===== config.mk =====
export PLATFORM = sky130hd
export DESIGN_NAME = multicycle_main_control_flat
export DESIGN_NICKNAME = d
export VERILOG_FILES = /design/src/rtl/multicycle_main_control_pkg.sv /design/src/rtl/multicycle_main_control_if.sv /design/src/rtl/multicycle_main_control_mem_watchdog.sv /design/src/rtl/multicycle_main_control.sv /design/src/flat_wrapper.sv
export SDC_FILE = /design/constraint.sdc
export NUM_CORES = 1
export LEC_CHECK = 0
export CORE_MARGIN = 3
export CORE_UTILIZATION = 40
export CTS_CLUSTER_DIAMETER = 120
export DETAILED_ROUTE_END_ITERATION = 16
export SETUP_SLACK_MARGIN = 0.1
export SLEW_MARGIN = 20
export SYNTH_ARGS = -nofsm -noshare
export SYNTH_HDL_FRONTEND = slang
export SYNTH_SLANG_ARGS = --single-unit

===== constraint.sdc =====
create_clock -name clk -period 2.64 [get_ports clk]
set_input_delay 0.396 -clock clk [delete_from_list [all_inputs] [get_ports clk]]
set_output_delay 0.396 -clock clk [all_outputs]
set_load 0.005 [all_outputs]

===== src/rtl/multicycle_main_control_pkg.sv =====
// Shared types and encodings for the multicycle main control FSM:
// state enumeration, opcode/aluOp/mux encodings and the per-state strobe decode.
package control_pkg;

    localparam int unsigned OPCODE_W = 6;
    localparam int unsigned ALUOP_W  = 3;
    localparam int unsigned SEL_W    = 2;

    typedef enum logic [3:0] {
        ST_IDLE     = 4'd0,
        ST_FETCH    = 4'd1,
        ST_DECODE   = 4'd2,
        ST_EXEC_R   = 4'd3,
        ST_WB_R     = 4'd4,
        ST_EXEC_I   = 4'd5,
        ST_WB_I     = 4'd6,
        ST_MEM_ADDR = 4'd7,
        ST_MEM_RD   = 4'd8,
        ST_WB_MEM   = 4'd9,
        ST_MEM_WR   = 4'd10,
        ST_BRANCH   = 4'd11,
        ST_JUMP     = 4'd12
    } state_e;

    localparam logic [OPCODE_W-1:0] OP_RTYPE = 6'b000000;
    localparam logic [OPCODE_W-1:0] OP_LW    = 6'b100011;
    localparam logic [OPCODE_W-1:0] OP_SW    = 6'b101011;
    localparam logic [OPCODE_W-1:0] OP_ADDI  = 6'b001000;
    localparam logic [OPCODE_W-1:0] OP_SLTI  = 6'b001010;
    localparam logic [OPCODE_W-1:0] OP_BEQ   = 6'b000100;
    localparam logic [OPCODE_W-1:0] OP_J     = 6'b000010;

    localparam logic [ALUOP_W-1:0] ALUOP_RTYPE = 3'b000;
    localparam logic [ALUOP_W-1:0] ALUOP_SUB   = 3'b001;
    localparam logic [ALUOP_W-1:0] ALUOP_SLT   = 3'b010;
    localparam logic [ALUOP_W-1:0] ALUOP_ADD   = 3'b011;

    localparam logic [SEL_W-1:0] SRCB_RT      = 2'b00;
    localparam logic [SEL_W-1:0] SRCB_FOUR    = 2'b01;
    localparam logic [SEL_W-1:0] SRCB_IMM     = 2'b10;
    localparam logic [SEL_W-1:0] SRCB_IMM_SH2 = 2'b11;

    localparam logic [SEL_W-1:0] PCSRC_ALU    = 2'b00;
    localparam logic [SEL_W-1:0] PCSRC_ALUOUT = 2'b01;
    localparam logic [SEL_W-1:0] PCSRC_JUMP   = 2'b10;

    // Moore strobe set; 'fetch' marks the state whose irWrite/pcWrite follow memReady.
    typedef struct packed {
        logic               fetch;
        logic               pc_write;
        logic               pc_write_cond;
        logic               ior_d;
        logic               mem_read;
        logic               mem_write;
        logic               mem_to_reg;
        logic               reg_dst;
        logic               reg_write;
        logic               alu_src_a;
        logic [SEL_W-1:0]   alu_src_b;
        logic [SEL_W-1:0]   pc_source;
        logic [ALUOP_W-1:0] alu_op;
    } ctrl_t;

    function automatic ctrl_t decode_ctrl(input state_e st, input logic [OPCODE_W-1:0] op);
        ctrl_t c;
        c           = '0;
        c.alu_op    = ALUOP_ADD;
        c.alu_src_b = SRCB_RT;
        c.pc_source = PCSRC_ALU;
        case (st)
            ST_FETCH: begin
                c.fetch     = 1'b1;
                c.mem_read  = 1'b1;
                c.alu_src_b = SRCB_FOUR;
            end
            ST_DECODE: c.alu_src_b = SRCB_IMM_SH2;
            ST_EXEC_R: begin
                c.alu_src_a = 1'b1;
                c.alu_op    = ALUOP_RTYPE;
            end
            ST_WB_R: begin
                c.reg_dst   = 1'b1;
                c.reg_write = 1'b1;
            end
            ST_EXEC_I: begin
                c.alu_src_a = 1'b1;
                c.alu_src_b = SRCB_IMM;
                c.alu_op    = (op == OP_SLTI) ? ALUOP_SLT : ALUOP_ADD;
            end
            ST_WB_I: c.reg_write = 1'b1;
            ST_MEM_ADDR: begin
                c.alu_src_a = 1'b1;
                c.alu_src_b = SRCB_IMM;
            end
            ST_MEM_RD: begin
                c.mem_read = 1'b1;
                c.ior_d    = 1'b1;
            end
            ST_WB_MEM: begin
                c.mem_to_reg = 1'b1;
                c.reg_write  = 1'b1;
            end
            ST_MEM_WR: begin
                c.mem_write = 1'b1;
                c.ior_d     = 1'b1;
            end
            ST_BRANCH: begin
                c.alu_src_a     = 1'b1;
                c.alu_op        = ALUOP_SUB;
                c.pc_write_cond = 1'b1;
                c.pc_source     = PCSRC_ALUOUT;
            end
            ST_JUMP: begin
                c.pc_write  = 1'b1;
                c.pc_source = PCSRC_JUMP;
            end
            default: ;
        endcase
        return c;
    endfunction

endpackage


===== src/rtl/multicycle_main_control_if.sv =====
// Controller <-> datapath/memory signal bundle. master = controller side.
interface multicycle_main_control_if #(
    parameter int unsigned CNT_W = 32
);
    logic [5:0]       opcode;
    logic             memReady;
    logic             pcWrite;
    logic             pcWriteCond;
    logic             iorD;
    logic             memRead;
    logic             memWrite;
    logic             irWrite;
    logic             memToReg;
    logic             regDst;
    logic             regWrite;
    logic             aluSrcA;
    logic [1:0]       aluSrcB;
    logic [1:0]       pcSource;
    logic [2:0]       aluOp;
    logic             illegalOp;
    logic             memFault;
    logic [CNT_W-1:0] retired;

    modport master (
        input  opcode, memReady,
        output pcWrite, pcWriteCond, iorD, memRead, memWrite, irWrite,
               memToReg, regDst, regWrite, aluSrcA, aluSrcB, pcSource,
               aluOp, illegalOp, memFault, retired
    );

    modport slave (
        output opcode, memReady,
        input  pcWrite, pcWriteCond, iorD, memRead, memWrite, irWrite,
               memToReg, regDst, regWrite, aluSrcA, aluSrcB, pcSource,
               aluOp, illegalOp, memFault, retired
    );
endinterface


===== src/rtl/multicycle_main_control_mem_watchdog.sv =====
// Memory wait watchdog: counts un-acknowledged request cycles and latches a
// sticky fault when the limit is hit without memReady.
module mem_watchdog #(
    parameter int unsigned MEM_TIMEOUT = 255
) (
    input  logic clk,
    input  logic rst_n,
    input  logic req_active,
    input  logic mem_ready,
    output logic timeout_c,
    output logic mem_fault
);
    localparam int unsigned     WD_W  = 8;
    localparam logic [WD_W-1:0] LIMIT = WD_W'(MEM_TIMEOUT - 1);

    logic [WD_W-1:0] cnt_q, cnt_d;
    logic            fault_q, fault_d;

    // memReady in the limit cycle completes the transfer, so it suppresses the timeout.
    always_comb begin
        timeout_c = req_active && !mem_ready && (cnt_q == LIMIT);
        cnt_d     = cnt_q + WD_W'(1);
        if (!req_active || mem_ready || timeout_c) begin
            cnt_d = '0;
        end
        fault_d   = fault_q | timeout_c;
    end

    always_ff @(posedge clk) begin
        if (!rst_n) begin
            cnt_q   <= '0;
            fault_q <= 1'b0;
        end else begin
            cnt_q   <= cnt_d;
            fault_q <= fault_d;
        end
    end

    assign mem_fault = fault_q;

endmodule


===== src/rtl/multicycle_main_control.sv =====
// Multicycle main control: fetch/decode/execute/memory/writeback sequencer with
// memory handshake, watchdog fault and retired-instruction counter.
module multicycle_main_control
    import control_pkg::*;
#(
    parameter int unsigned MEM_TIMEOUT = 255,
    parameter int unsigned CNT_W       = 32
) (
    input  logic                       clk,
    input  logic                       rst_n,
    multicycle_main_control_if.master  bus
);

    state_e                state_q, state_d;
    logic [OPCODE_W-1:0]   opcode_q, opcode_d;
    ctrl_t                 ctrl_q, ctrl_d;
    logic                  illegal_op_q, illegal_op_d;
    logic [CNT_W-1:0]      retired_q, retired_d;
    logic                  retire_c;
    logic                  mem_wait_c;
    logic                  timeout_c;
    logic                  mem_fault;

    assign mem_wait_c = (state_q == ST_FETCH) || (state_q == ST_MEM_RD) ||
                        (state_q == ST_MEM_WR);

    mem_watchdog #(
        .MEM_TIMEOUT (MEM_TIMEOUT)
    ) u_mem_watchdog (
        .clk        (clk),
        .rst_n      (rst_n),
        .req_active (mem_wait_c),
        .mem_ready  (bus.memReady),
        .timeout_c  (timeout_c),
        .mem_fault  (mem_fault)
    );

    // Next state, opcode capture, retire detection and next-cycle strobes.
    always_comb begin
        state_d      = state_q;
        opcode_d     = opcode_q;
        illegal_op_d = 1'b0;
        retire_c     = 1'b0;
        case (state_q)
            ST_IDLE: state_d = mem_fault ? ST_IDLE : ST_FETCH;
            ST_FETCH: begin
                if (timeout_c) begin
                    state_d = ST_IDLE;
                end else if (bus.memReady) begin
                    state_d = ST_DECODE;
                end
            end
            ST_DECODE: begin
                opcode_d = bus.opcode;
                case (bus.opcode)
                    OP_RTYPE:        state_d = ST_EXEC_R;
                    OP_LW, OP_SW:    state_d = ST_MEM_ADDR;
                    OP_ADDI, OP_SLTI: state_d = ST_EXEC_I;
                    OP_BEQ:          state_d = ST_BRANCH;
                    OP_J:            state_d = ST_JUMP;
                    default: begin
                        state_d      = ST_FETCH;
                        illegal_op_d = 1'b1;
                    end
                endcase
            end
            ST_EXEC_R:   state_d = ST_WB_R;
            ST_EXEC_I:   state_d = ST_WB_I;
            ST_MEM_ADDR: state_d = (opcode_q == OP_LW) ? ST_MEM_RD : ST_MEM_WR;
            ST_MEM_RD: begin
                if (timeout_c) begin
                    state_d = ST_IDLE;
                end else if (bus.memReady) begin
                    state_d = ST_WB_MEM;
                end
            end
            ST_MEM_WR: begin
                if (timeout_c) begin
                    state_d = ST_IDLE;
                end else if (bus.memReady) begin
                    state_d  = ST_FETCH;
                    retire_c = 1'b1;
                end
            end
            ST_WB_R, ST_WB_I, ST_WB_MEM, ST_BRANCH, ST_JUMP: begin
                state_d  = ST_FETCH;
                retire_c = 1'b1;
            end
            default: state_d = ST_IDLE;
        endcase
        retired_d = retire_c ? (retired_q + CNT_W'(1)) : retired_q;
        ctrl_d    = decode_ctrl(state_d, opcode_d);
    end

    // Strobes are registered from the next state so they line up with state_q.
    always_ff @(posedge clk) begin
        if (!rst_n) begin
            state_q      <= ST_IDLE;
            opcode_q     <= OP_RTYPE;
            ctrl_q       <= decode_ctrl(ST_IDLE, OP_RTYPE);
            illegal_op_q <= 1'b0;
            retired_q    <= '0;
        end else begin
            state_q      <= state_d;
            opcode_q     <= opcode_d;
            ctrl_q       <= ctrl_d;
            illegal_op_q <= illegal_op_d;
            retired_q    <= retired_d;
        end
    end

    assign bus.irWrite     = ctrl_q.fetch & bus.memReady;
    assign bus.pcWrite     = ctrl_q.pc_write | (ctrl_q.fetch & bus.memReady);
    assign bus.pcWriteCond = ctrl_q.pc_write_cond;
    assign bus.iorD        = ctrl_q.ior_d;
    assign bus.memRead     = ctrl_q.mem_read;
    assign bus.memWrite    = ctrl_q.mem_write;
    assign bus.memToReg    = ctrl_q.mem_to_reg;
    assign bus.regDst      = ctrl_q.reg_dst;
    assign bus.regWrite    = ctrl_q.reg_write;
    assign bus.aluSrcA     = ctrl_q.alu_src_a;
    assign bus.aluSrcB     = ctrl_q.alu_src_b;
    assign bus.pcSource    = ctrl_q.pc_source;
    assign bus.aluOp       = ctrl_q.alu_op;
    assign bus.illegalOp   = illegal_op_q;
    assign bus.memFault    = mem_fault;
    assign bus.retired     = retired_q;

endmodule


===== src/flat_wrapper.sv =====
// flat-port wrapper written by rule: the top's interface ports become plain ports
module multicycle_main_control_flat import control_pkg::*;
#(
    parameter int unsigned MEM_TIMEOUT = 255,
    parameter int unsigned CNT_W       = 32
)
  (clk, rst_n, bus_opcode, bus_memReady, bus_pcWrite, bus_pcWriteCond, bus_iorD, bus_memRead, bus_memWrite, bus_irWrite, bus_memToReg, bus_regDst, bus_regWrite, bus_aluSrcA, bus_aluSrcB, bus_pcSource, bus_aluOp, bus_illegalOp, bus_memFault, bus_retired);
  multicycle_main_control_if #(.CNT_W(CNT_W)) bus_i ();
  input  logic clk;
  input  logic rst_n;
  input wire logic [$bits(bus_i.opcode)-1:0] bus_opcode;
  input wire logic [$bits(bus_i.memReady)-1:0] bus_memReady;
  output wire logic [$bits(bus_i.pcWrite)-1:0] bus_pcWrite;
  output wire logic [$bits(bus_i.pcWriteCond)-1:0] bus_pcWriteCond;
  output wire logic [$bits(bus_i.iorD)-1:0] bus_iorD;
  output wire logic [$bits(bus_i.memRead)-1:0] bus_memRead;
  output wire logic [$bits(bus_i.memWrite)-1:0] bus_memWrite;
  output wire logic [$bits(bus_i.irWrite)-1:0] bus_irWrite;
  output wire logic [$bits(bus_i.memToReg)-1:0] bus_memToReg;
  output wire logic [$bits(bus_i.regDst)-1:0] bus_regDst;
  output wire logic [$bits(bus_i.regWrite)-1:0] bus_regWrite;
  output wire logic [$bits(bus_i.aluSrcA)-1:0] bus_aluSrcA;
  output wire logic [$bits(bus_i.aluSrcB)-1:0] bus_aluSrcB;
  output wire logic [$bits(bus_i.pcSource)-1:0] bus_pcSource;
  output wire logic [$bits(bus_i.aluOp)-1:0] bus_aluOp;
  output wire logic [$bits(bus_i.illegalOp)-1:0] bus_illegalOp;
  output wire logic [$bits(bus_i.memFault)-1:0] bus_memFault;
  output wire logic [$bits(bus_i.retired)-1:0] bus_retired;
  assign bus_i.opcode = bus_opcode;
  assign bus_i.memReady = bus_memReady;
  assign bus_pcWrite = bus_i.pcWrite;
  assign bus_pcWriteCond = bus_i.pcWriteCond;
  assign bus_iorD = bus_i.iorD;
  assign bus_memRead = bus_i.memRead;
  assign bus_memWrite = bus_i.memWrite;
  assign bus_irWrite = bus_i.irWrite;
  assign bus_memToReg = bus_i.memToReg;
  assign bus_regDst = bus_i.regDst;
  assign bus_regWrite = bus_i.regWrite;
  assign bus_aluSrcA = bus_i.aluSrcA;
  assign bus_aluSrcB = bus_i.aluSrcB;
  assign bus_pcSource = bus_i.pcSource;
  assign bus_aluOp = bus_i.aluOp;
  assign bus_illegalOp = bus_i.illegalOp;
  assign bus_memFault = bus_i.memFault;
  assign bus_retired = bus_i.retired;
  multicycle_main_control #(.MEM_TIMEOUT(MEM_TIMEOUT), .CNT_W(CNT_W)) u_core (.clk(clk), .rst_n(rst_n), .bus(bus_i));
endmodule

==> results of run 1 <==
==> synthesized netlist by cell type, types with 2 or more instances <==
master and count:
a211o_1 2, a211oi_2 2, a21oi_1 11, and2_1 5, and3_1 5, buf_2 6
buf_4 8, clkbuf_1 9, dfxtp_1 67, ha_1 3, inv_1 9, mux2i_1 7
nand2_1 40, nand2b_1 10, nand3_1 9, nand4_1 22, nand4b_1 3, nor2_1 46
nor2b_1 4, nor3_1 8, nor3b_2 2, nor4_1 5, nor4b_1 2, nor4b_4 2
o211ai_1 4, o21ai_0 5, o21ai_1 3, o21bai_1 5, o31ai_1 3, or2_1 2
or2_2 2, or3_1 5, or4_1 3, or4_4 2, xnor2_1 6, xor2_1 18
==> final timing paths <==
path,startpoint,end,slack (ns)
worst max-delay path,bus_memReady,bus_pcWrite,0.36
worst min-delay path,u_core.opcode_q[5],u_core.opcode_q[5],0.46
worst max register to register,u_core.state_q[0],u_core.bus.aluOp[0],0.51
worst min register to register,u_core.opcode_q[5],u_core.opcode_q[5],0.46
==> cells by family (layout without fill, tap and decap cells) <==
| group | Yosys count | after routing | synth area share [%] |
|---|---|---|---|
| other | 1 | 1 | 0.116 |
| AOI/OAI and AO/OA | 48 | 48 | 11.6 |
| xor gates and xnor gates | 24 | 24 | 6.50 |
| DFF | 67 | 67 | 41.5 |
| buffers and inverters | 34 | 101 | 5.34 |
| and+or+nand+nor | 185 | 185 | 31.7 |
| muxes | 7 | 7 | 2.17 |
| adders and majority gates | 3 | 3 | 1.16 |
==> flip-flops by register name (all words and copies together) (netlist names) <==
signal / flops
u_core.state_q: 4
u_core.bus.memWrite: 1
u_core.bus.regWrite: 1
u_core.bus.regDst: 1
u_core.u_mem_watchdog.cnt_q: 8
u_core.opcode_q: 6
u_core.bus.aluSrcB: 2
u_core.bus.iorD: 1
u_core.bus.aluSrcA: 1
u_core.ctrl_q: 2
u_core.bus.pcSource: 2
u_core.bus.aluOp: 2
u_core.bus.illegalOp: 1
u_core.bus.memRead: 1
u_core.bus.retired: 32
u_core.u_mem_watchdog.mem_fault: 1
u_core.bus.memToReg: 1
==> critical path, delay by kind of cell <==
| family | cells | cell delay, ns |
|---|---|---|
| buffers and inverters | 3 | 1.07 |
| and+or+nand+nor | 2 | 0.41 |
==> power by group <==
group	internal, mW	leakage (nW)	switching [mW]	total (mW)
clock network	0.635	0.120	0.423	1.06
registers	1.03	0.541	0.0132	1.04
logic	0.0781	0.833	0.0868	0.165
==> through the flow <==
| stage | power [mW] | hold WS (ns) |
|---|---|---|
| floorplan | 1.16 | 0.432 |
| global placement | 1.23 | 0.445 |
| detailed placement | 1.23 | 0.451 |
| CTS | 2.29 | 0.466 |
| global route | 2.35 | 0.484 |
| finish | 2.26 | 0.461 |
==> cell type report <==
class	count	area, um^2	area share (%)
multi-input combinational	268	1720	41.1
inverter	9	33.8	0.807
clock inverter	7	124	2.96
clock buffer	9	124	2.96
timing repair buffer	76	716	17.1
tap	102	128	3.05
sequential	67	1340	32.0
==> layout by cell type (no fill, tap or decap), types with 4 or more instances in the layout <==
cell type and count:
a21oi_1 11, clkbuf_8 9, o211ai_1 4, xnor2_1 6
clkdlybuf4s50_1 58, nand4_1 22, buf_4 18, nand2b_1 10
nor2_1 46, o21ai_0 5, nand3_1 9, mux2i_1 7
o21bai_1 5, inv_1 9, or3_1 5, and2_1 5
xor2_1 18, nor4_1 5, dfxtp_1 67, and3_1 5
nor3_1 8, nand2_1 40, nor2b_1 4
==> per-layer routing <==
metal	share of wire [%]	GRT usage, %	vias to the layer above
met3	5.7	5.94	5
met5	0	0	-
met2	44	25.2	53
met1	49	21.7	1274
li1	-	-	1419
met4	1.2	5.69	0
==> metrics.md, run 1 <==
| Metric | Value |
|---|---|
| Status | `complete, no violations` |
| Synth unique cells | `60` |
| Cell mode on critical path | `clkdlybuf4s50_1` |
| Clk_skew | `0.00823 ns` |
| Setup TNS | `0 ns` |
| Die Wd | `95.9 um` |
| CP max stage cell | `clkdlybuf4s50_1` |
| Final wirelength | `7110 um` |
| CP cell instances | `clkdlybuf4s50_1 -> buf_4 -> and2_1 -> or2_2 -> clkdlybuf4s50_1` |
| CTS tree | `built` |
| Port Buffers | `58` |
| Vias in the first global route | `2562` |
| DR WL/cell | `13.2 um` |
| Dpl cells | `522` |
| PD cells | `540 mW/mm^2` |
| Top cells by area, synth | `dfxtp_1 (41%), nor2_1 (5.3%), xor2_1 (4.9%)` |
| RePlAce Congestion | `0.797` |
| Final max-slew violation count | `0` |
| Layout cells sized above 1 | `12.2%` |
| Num CTS Buffers | `9` |
| Initial antenna violation count | `0` |
| CP endpoint kind | `output pin` |
| Clk slew on worst S/H paths | `0.08 ns` |
| Clock buffer depth | `2` |
| Leak | `1.49 nW` |
| # H-tree levels | `3` |
| Crit path max fanout | `5` |
| Core area | `0.00781 mm^2` |
| Seq cells post-synth | `67` |
| Cells after Synth | `369` |
| Crit path largest cell delay | `0.45 ns` |
| Total gr overflow | `0` |
| Final std cells w/o fill | `538` |
| Post-synthesis sequential area ratio | `41.5%` |
| Drt via density | `5.11` |
| Post-synthesis net count | `381` |
| Fin crit period | `2.28 ns` |
| First-pass GRT wire length | `12000 um` |
| # setup viols final | `0` |
| # hold bufs at CTS | `0` |
| IO Pins | `60` |
| Area grow syn2layout | `29.4%` |
| Total track usage | `16.6%` |
| Syn_area_per_cell | `8.77 um^2` |
| Post-synth EDFFs | `0` |
| RSZ-0062 raised after global routing | `false` |
| Initial DRT Pass Iterations | `4` |
| Die footprint | `0.00920 mm^2` |
| Maximum clock frequency | `439 MHz` |
| Post-CTS Setup Bufs | `0` |
| Share of Yosys cell area claimed by the top area cell type | `41.5%` |
| CTS Sinks | `67` |
| Final worst setup slack | `0.362 ns` |
| Final hold vios | `0` |
| Remaining routing DRC violations | `0` |
| Hpwl dp | `5090 um` |
| Crit path DAT | `1.88 ns` |
| Skew-Pair Late Insertion Delay | `0.35 ns` |
| Row cnt | `32` |
| Largest net degree at the start of global routing | `25` |
| Syn Std Cell Area | `0.00323 mm^2` |
| Diode count | `0` |
| Slew Limit Headroom | `64.8%` |
| Core Util, Final | `53.6%` |
| Pre-CTS setup slack | `0.169 ns` |
| Asr flop ratio synth | `0%` |
| Ys Warns | `0` |
| Worst EP required | `2.24 ns` |
| Worst-Margin Slew | `0.524 ns` |
| Fillers | `752` |
| Worst hold path type | `flop to flop` |
| Chip Height | `95.9 um` |
| Tcrit/Tclk final | `86.3%` |
| Main flop type after synthesis | `dfxtp_1` |
| Initial Utilization | `41.4%` |
| CTS root buf | `clkbuf_8` |
| CTS-repair resized insts | `0` |
| Number of max-cap violations | `0` |
| Iter 0 DRT Violations | `113` |
| Via count | `2751` |
| Worst Setup Path Type | `primary input to output pin` |
| Max VDD drop | `0.343 mV` |
| Final instance area | `0.00419 mm^2` |
| Final ANT Viol Nets | `0` |
| Worst R2R Path Depth | `3` |
| Synth area leader | `dfxtp_1` |
| Worst hold stages | `2` |
| Crit start category | `primary input` |
| Area after DPL | `0.00394 mm^2` |
| Nets | `443` |
Note: power is estimated with default switching activity, not from simulation.
==> run 2, diff against run 1 <==
ABC_AREA = 1   (was unset)
==> metrics.md, run 2 <==
| Metric | Value |
|---|---|
| Status | `complete, no violations` |
| Clk_skew | `0.00718 ns` |
| Clock power frac | `41.2%` |
| Clock buffer depth | `2` |
| Core area | `0.00846 mm^2` |
| Worst hold path type | `flop to flop` |
| Port Buffers | `58` |
| Final max-slew violation count | `0` |
| Syn_area_per_cell | `6.39 um^2` |
| Fin crit period | `2.20 ns` |
| Largest net degree at the start of global routing | `22` |
| Chip Height | `101 um` |
| Die Wd | `101 um` |
| # H-tree levels | `3` |
| RSZ-0062 raised after global routing | `false` |
| PD cells | `509 mW/mm^2` |
| Total gr overflow | `0` |
| Area after DPL | `0.00422 mm^2` |
| Switch share | `25.8%` |
| Final worst setup slack | `0.436 ns` |
| Final instance area | `0.00443 mm^2` |
| Seq cells post-synth | `67` |
| Vias in the first global route | `3380` |
| Hpwl dp | `6880 um` |
| Final hold vios | `0` |
| CTS root buf | `clkbuf_8` |
| Syn Std Cell Area | `0.00358 mm^2` |
| Layout cells sized above 1 | `5.65%` |
| Crit start category | `primary input` |
| Nets | `627` |
| Worst EP required | `2.24 ns` |
| CTS tree | `built` |
| Area grow syn2layout | `23.7%` |
| # hold bufs at CTS | `0` |
| Final wirelength | `9220 um` |
| Top cells by area, synth | `dfxtp_1 (37%), nand2_1 (18%), nor2_1 (10%)` |
| Max reg flops | `32` |
| Post-synthesis net count | `572` |
| Initial antenna violation count | `0` |
| Row cnt | `33` |
| Main flop type after synthesis | `dfxtp_1` |
| Synth top cells by count | `nand2_1 (167), nor2_1 (97), dfxtp_1 (67), inv_1 (56), nand3_1 (35)` |
| Most frequent cells in the layout | `nand2_1 (167), nor2_1 (97), dfxtp_1 (67), clkdlybuf4s50_1 (58), inv_1 (56)` |
| First-pass GRT wire length | `15600 um` |
| Total track usage | `19.2%` |
| Die footprint | `0.0101 mm^2` |
| Synth unique cells | `32` |
| Final ANT Viol Nets | `0` |
| Psw | `0.583 mW` |
| DR WL/cell | `12.7 um` |
| Worst Setup Path Type | `primary input to output pin` |
| Crit path DAT | `1.81 ns` |
| CP endpoint kind | `output pin` |
| Skew-Pair Late Insertion Delay | `0.34 ns` |
| # setup viols final | `0` |
| Most common cell in the netlist | `nand2_1` |
| Num CTS Buffers | `9` |
| Number of max-cap violations | `0` |
| Diode count | `0` |
| Worst-Margin Slew | `0.491 ns` |
| Initial Utilization | `42.3%` |
| Iter 0 DRT Violations | `198` |
| CTS-repair resized insts | `0` |
| Drt via density | `4.99` |
| IO Pins | `60` |
| CTS Sinks | `67` |
| Tcrit/Tclk final | `83.5%` |
| Post-synth EDFFs | `0` |
| Pre-CTS setup slack | `0.417 ns` |
| Maximum clock frequency | `454 MHz` |
| Remaining routing DRC violations | `0` |
| Sequential share of power | `47.2%` |
| RePlAce Congestion | `0.896` |
| Slew Limit Headroom | `67.0%` |
| Ys Warns | `0` |
| Post-synthesis sequential area ratio | `37.5%` |
| Synth area leader | `dfxtp_1` |
| Asr flop ratio synth | `0%` |
| Post-CTS Setup Bufs | `0` |
| Via count | `3617` |
| Max VDD drop | `0.214 mV` |
| Leak | `1.65 nW` |
| Internal power | `1.67 mW` |
| Crit path max fanout | `5` |
| Initial DRT Pass Iterations | `5` |
| Setup TNS | `0 ns` |
| Worst hold slack | `0.484 ns` |
| Cells after Synth | `560` |
| Combinational cell fraction of total power | `11.6%` |
| Clk slew on worst S/H paths | `0.07 ns` |
| Share of Yosys cell area claimed by the top area cell type | `37.5%` |
| Most common cell after layout, fill and taps aside | `nand2_1` |
run 2: cell count changes after synthesis, moves of 10 or more:
cell / change
nor3_1: +13
nor2_1: +51
a21oi_1: +18
nand4_1: -15
nand2_1: +127
nand3_1: +26
nand2b_1: -10
inv_1: +47
run 2: metal layers:
metal | up-vias | wire length (um) | global-route usage (%)
met5 | - | 0 | 0
met3 | 19 | 795 | 4.29
met2 | 127 | 3870 | 27.5
met4 | 0 | 185 | 6.63
met1 | 1601 | 4370 | 28.1
li1 | 1870 | - | -
run 2: power groups by stage:
stage	clock (mW)	sequential (mW)	combinational [mW]
after global routing	0.999	1.07	0.301
after global placement	0	1.09	0.260
after floorplan	0	1.08	0.181
final	0.930	1.07	0.262
after detailed placement	0	1.09	0.262
after CTS	0.949	1.07	0.263
run 2: kinds of logic after synthesis:
family	synth area share [%]
compound gates	8.04
flops	37.5
buf+inv	9.29
fa+ha+maj	1.05
simple gates	40.6
other cells	0.105
xor+xnor	3.42
run 2: critical path, stage by stage:
cell and delay [ns]:
clkdlybuf4s50_1 0.55, nand2_1 0.11, inv_1 0.05, or2_2 0.26
clkdlybuf4s50_1 0.44
run 2: cell type report:
type                            instances  area [um^2]
Clock buffer                           11          131
Clock inverter                          5         77.6
Fill cell                             821         4030
Inverter                               61          231
Multi-Input combinational cell        414         1910
Sequential cell                        67         1340
Tap cell                              105          131
Timing Repair Buffer                   62          611
run 2: stage by stage:
step / power (mW) / instances / utilization (%)
5_1_grt: 2.37 / 725 / 52.3
3_5_place_dp: 1.35 / 709 / 49.9
2_1_floorplan: 1.26 / 560 / -
4_1_cts: 2.28 / 725 / 52.3
3_3_place_gp: 1.35 / 709 / 49.9
6_report: 2.26 / 725 / 52.3
run 2: path summary, 6_finish.rpt:
path	startpoint	end	slack [ns]	cells after the start
worst min register to register	u_core.bus.retired[26]	u_core.bus.retired[26]	0.48	2
worst min-delay path	u_core.bus.retired[26]	u_core.bus.retired[26]	0.48	2
worst max register to register	u_core.bus.retired[0]	u_core.bus.retired[16]	0.60	9
worst max-delay path	bus_memReady	bus_pcWrite	0.44	5
==> run 3, diff against run 2 <==
PLACE_DENSITY = 0.65   (was unset)
clock period = 1.79 ns   (was 2.64 ns; I/O delays follow)
==> metrics.md, run 3 (synthesis results as in run 2) <==
| Metric | Value |
|---|---|
| Status | `complete, no violations` |
| DR WL/cell | `12.6 um` |
| Final max-slew violation count | `0` |
| Drt via density | `4.98` |
| CTS Sinks | `67` |
| Clk_skew | `0.00871 ns` |
| Fin crit period | `1.69 ns` |
| Die Wd | `101 um` |
| Crit path DAT | `1.42 ns` |
| Nets | `673` |
| Skew-Pair Late Insertion Delay | `0.34 ns` |
| Crit start category | `flop` |
| PD cells | `727 mW/mm^2` |
| Crit path largest cell delay | `0.57 ns` |
| Worst-Margin Slew | `0.547 ns` |
| Total track usage | `19.4%` |
| Iter 0 DRT Violations | `140` |
| Final worst setup slack | `0.103 ns` |
| Slew Limit Headroom | `63.5%` |
| CP cell instances | `clkdlybuf4s50_1` |
| RSZ-0062 raised after global routing | `true` |
| RePlAce Congestion | `0.994` |
| Clk slew on worst S/H paths | `0.08 ns` |
| CP top delay family | `buffers and inverters` |
| Final ANT Viol Nets | `0` |
| Core area | `0.00846 mm^2` |
| Most frequent cells in the layout | `nand2_1 (165), nor2_1 (84), dfxtp_1 (60), inv_1 (56), clkdlybuf4s50_1 (56)` |
| CTS tree | `built` |
| Via count | `3837` |
| Number of max-cap violations | `0` |
| Final hold vios | `0` |
| Row cnt | `33` |
| # H-tree levels | `3` |
| Maximum clock frequency | `593 MHz` |
| First-pass GRT wire length | `15900 um` |
| Max VDD drop | `0.437 mV` |
| Worst hold path type | `flop to flop` |
| CP endpoint kind | `output pin` |
| Worst EP required | `1.52 ns` |
| Reg-to-reg slack, setup | `0.18 ns` |
| Vias in the first global route | `3566` |
| Worst Path Buf+Inv | `1` |
| Area grow syn2layout | `38.8%` |
| # hold bufs at CTS | `0` |
| Crit path max fanout | `5` |
| Total gr overflow | `0` |
| Remaining routing DRC violations | `0` |
| Tcrit/Tclk final | `94.2%` |
| Worst Setup Path Type | `flop to output pin` |
| Initial antenna violation count | `0` |
| Num CTS Buffers | `9` |
| Largest net degree at the start of global routing | `22` |
| Most common cell after layout, fill and taps aside | `nand2_1` |
| Hpwl dp | `7160 um` |
| Port Buffers | `58` |
| Chip Height | `101 um` |
| Max reg flops | `32` |
| Leak | `1.93 nW` |
| # setup viols final | `0` |
| Pre-CTS setup slack | `-0.141 ns` |
| Layout cells sized above 1 | `17.4%` |
| IO Pins | `60` |
| Initial Utilization | `42.3%` |
| Diode count | `0` |
| CP max stage cell | `clkdlybuf4s50_1` |
| CTS root buf | `clkbuf_8` |
| Final wirelength | `9740 um` |
| Clock buffer depth | `2` |
| Core Util, Final | `58.7%` |
| Die footprint | `0.0101 mm^2` |
| Initial DRT Pass Iterations | `5` |
run 3: changes by cell type in the layout (fill, tap and decap cells not counted), moves of 4 or more:
cell / before / now
nor3_1: 21 / 17
nor2_2: 2 / 9
dfxtp_2: 0 / 5
dfxtp_1: 67 / 60
nor2_4: 0 / 6
nor2_1: 97 / 84
buf_4: 4 / 48
run 3: through the flow:
stage	setup TNS [ns]	hold WS (ns)	cell area, um^2	instances	total power [mW]
CTS	0	0.492	4760	764	3.57
finish	0	0.418	4970	771	3.61
detailed placement	-1.56	0.477	4490	745	2.04
global route	0	0.437	4970	771	3.77
floorplan	0	0.441	3580	560	1.86
global placement	-0.869	0.461	4490	745	2.03
run 3: layout make-up:
cell class	instances	area (um^2)
clock buffer	9	124
timing repair buffer	107	950
inverter	61	234
multi-input combinational	415	2060
tap	105	131
clock inverter	7	116
fill	797	3490
sequential	67	1360
run 3: routing by layer:
layer	vias up	track usage [%]	share of wire, %
li1	1967	-	-
met2	131	30.3	45
met5	-	0	0
met1	1719	26.4	47
met3	20	3.46	6.1
met4	0	7.67	1.9
run 3: final timing paths:
path	from	endpoint	cells after the start
worst min register to register	u_core.u_mem_watchdog.cnt_q[0]	u_core.u_mem_watchdog.cnt_q[0]	1
worst max register to register	u_core.state_q[1]	u_core.bus.aluOp[0]	9
worst max-delay path	u_core.bus.retired[12]	bus_retired[12]	1
worst min-delay path	u_core.u_mem_watchdog.cnt_q[0]	u_core.u_mem_watchdog.cnt_q[0]	1
run 3: repair_timing:
action,4_1_cts,5_1_grt
endpoints found under the setup margin,9,46
gates resized for setup,4,46
pin swaps,0,5
buffers inserted,3,6
cloned,0,1
run 3: where the power goes:
| part | switching [mW] | total (mW) | leakage (nW) | internal (mW) |
|---|---|---|---|---|
| Clock | 0.599 | 1.52 | 0.119 | 0.923 |
| Sequential | 0.0233 | 1.56 | 0.546 | 1.54 |
| Combinational | 0.302 | 0.531 | 1.27 | 0.229 |
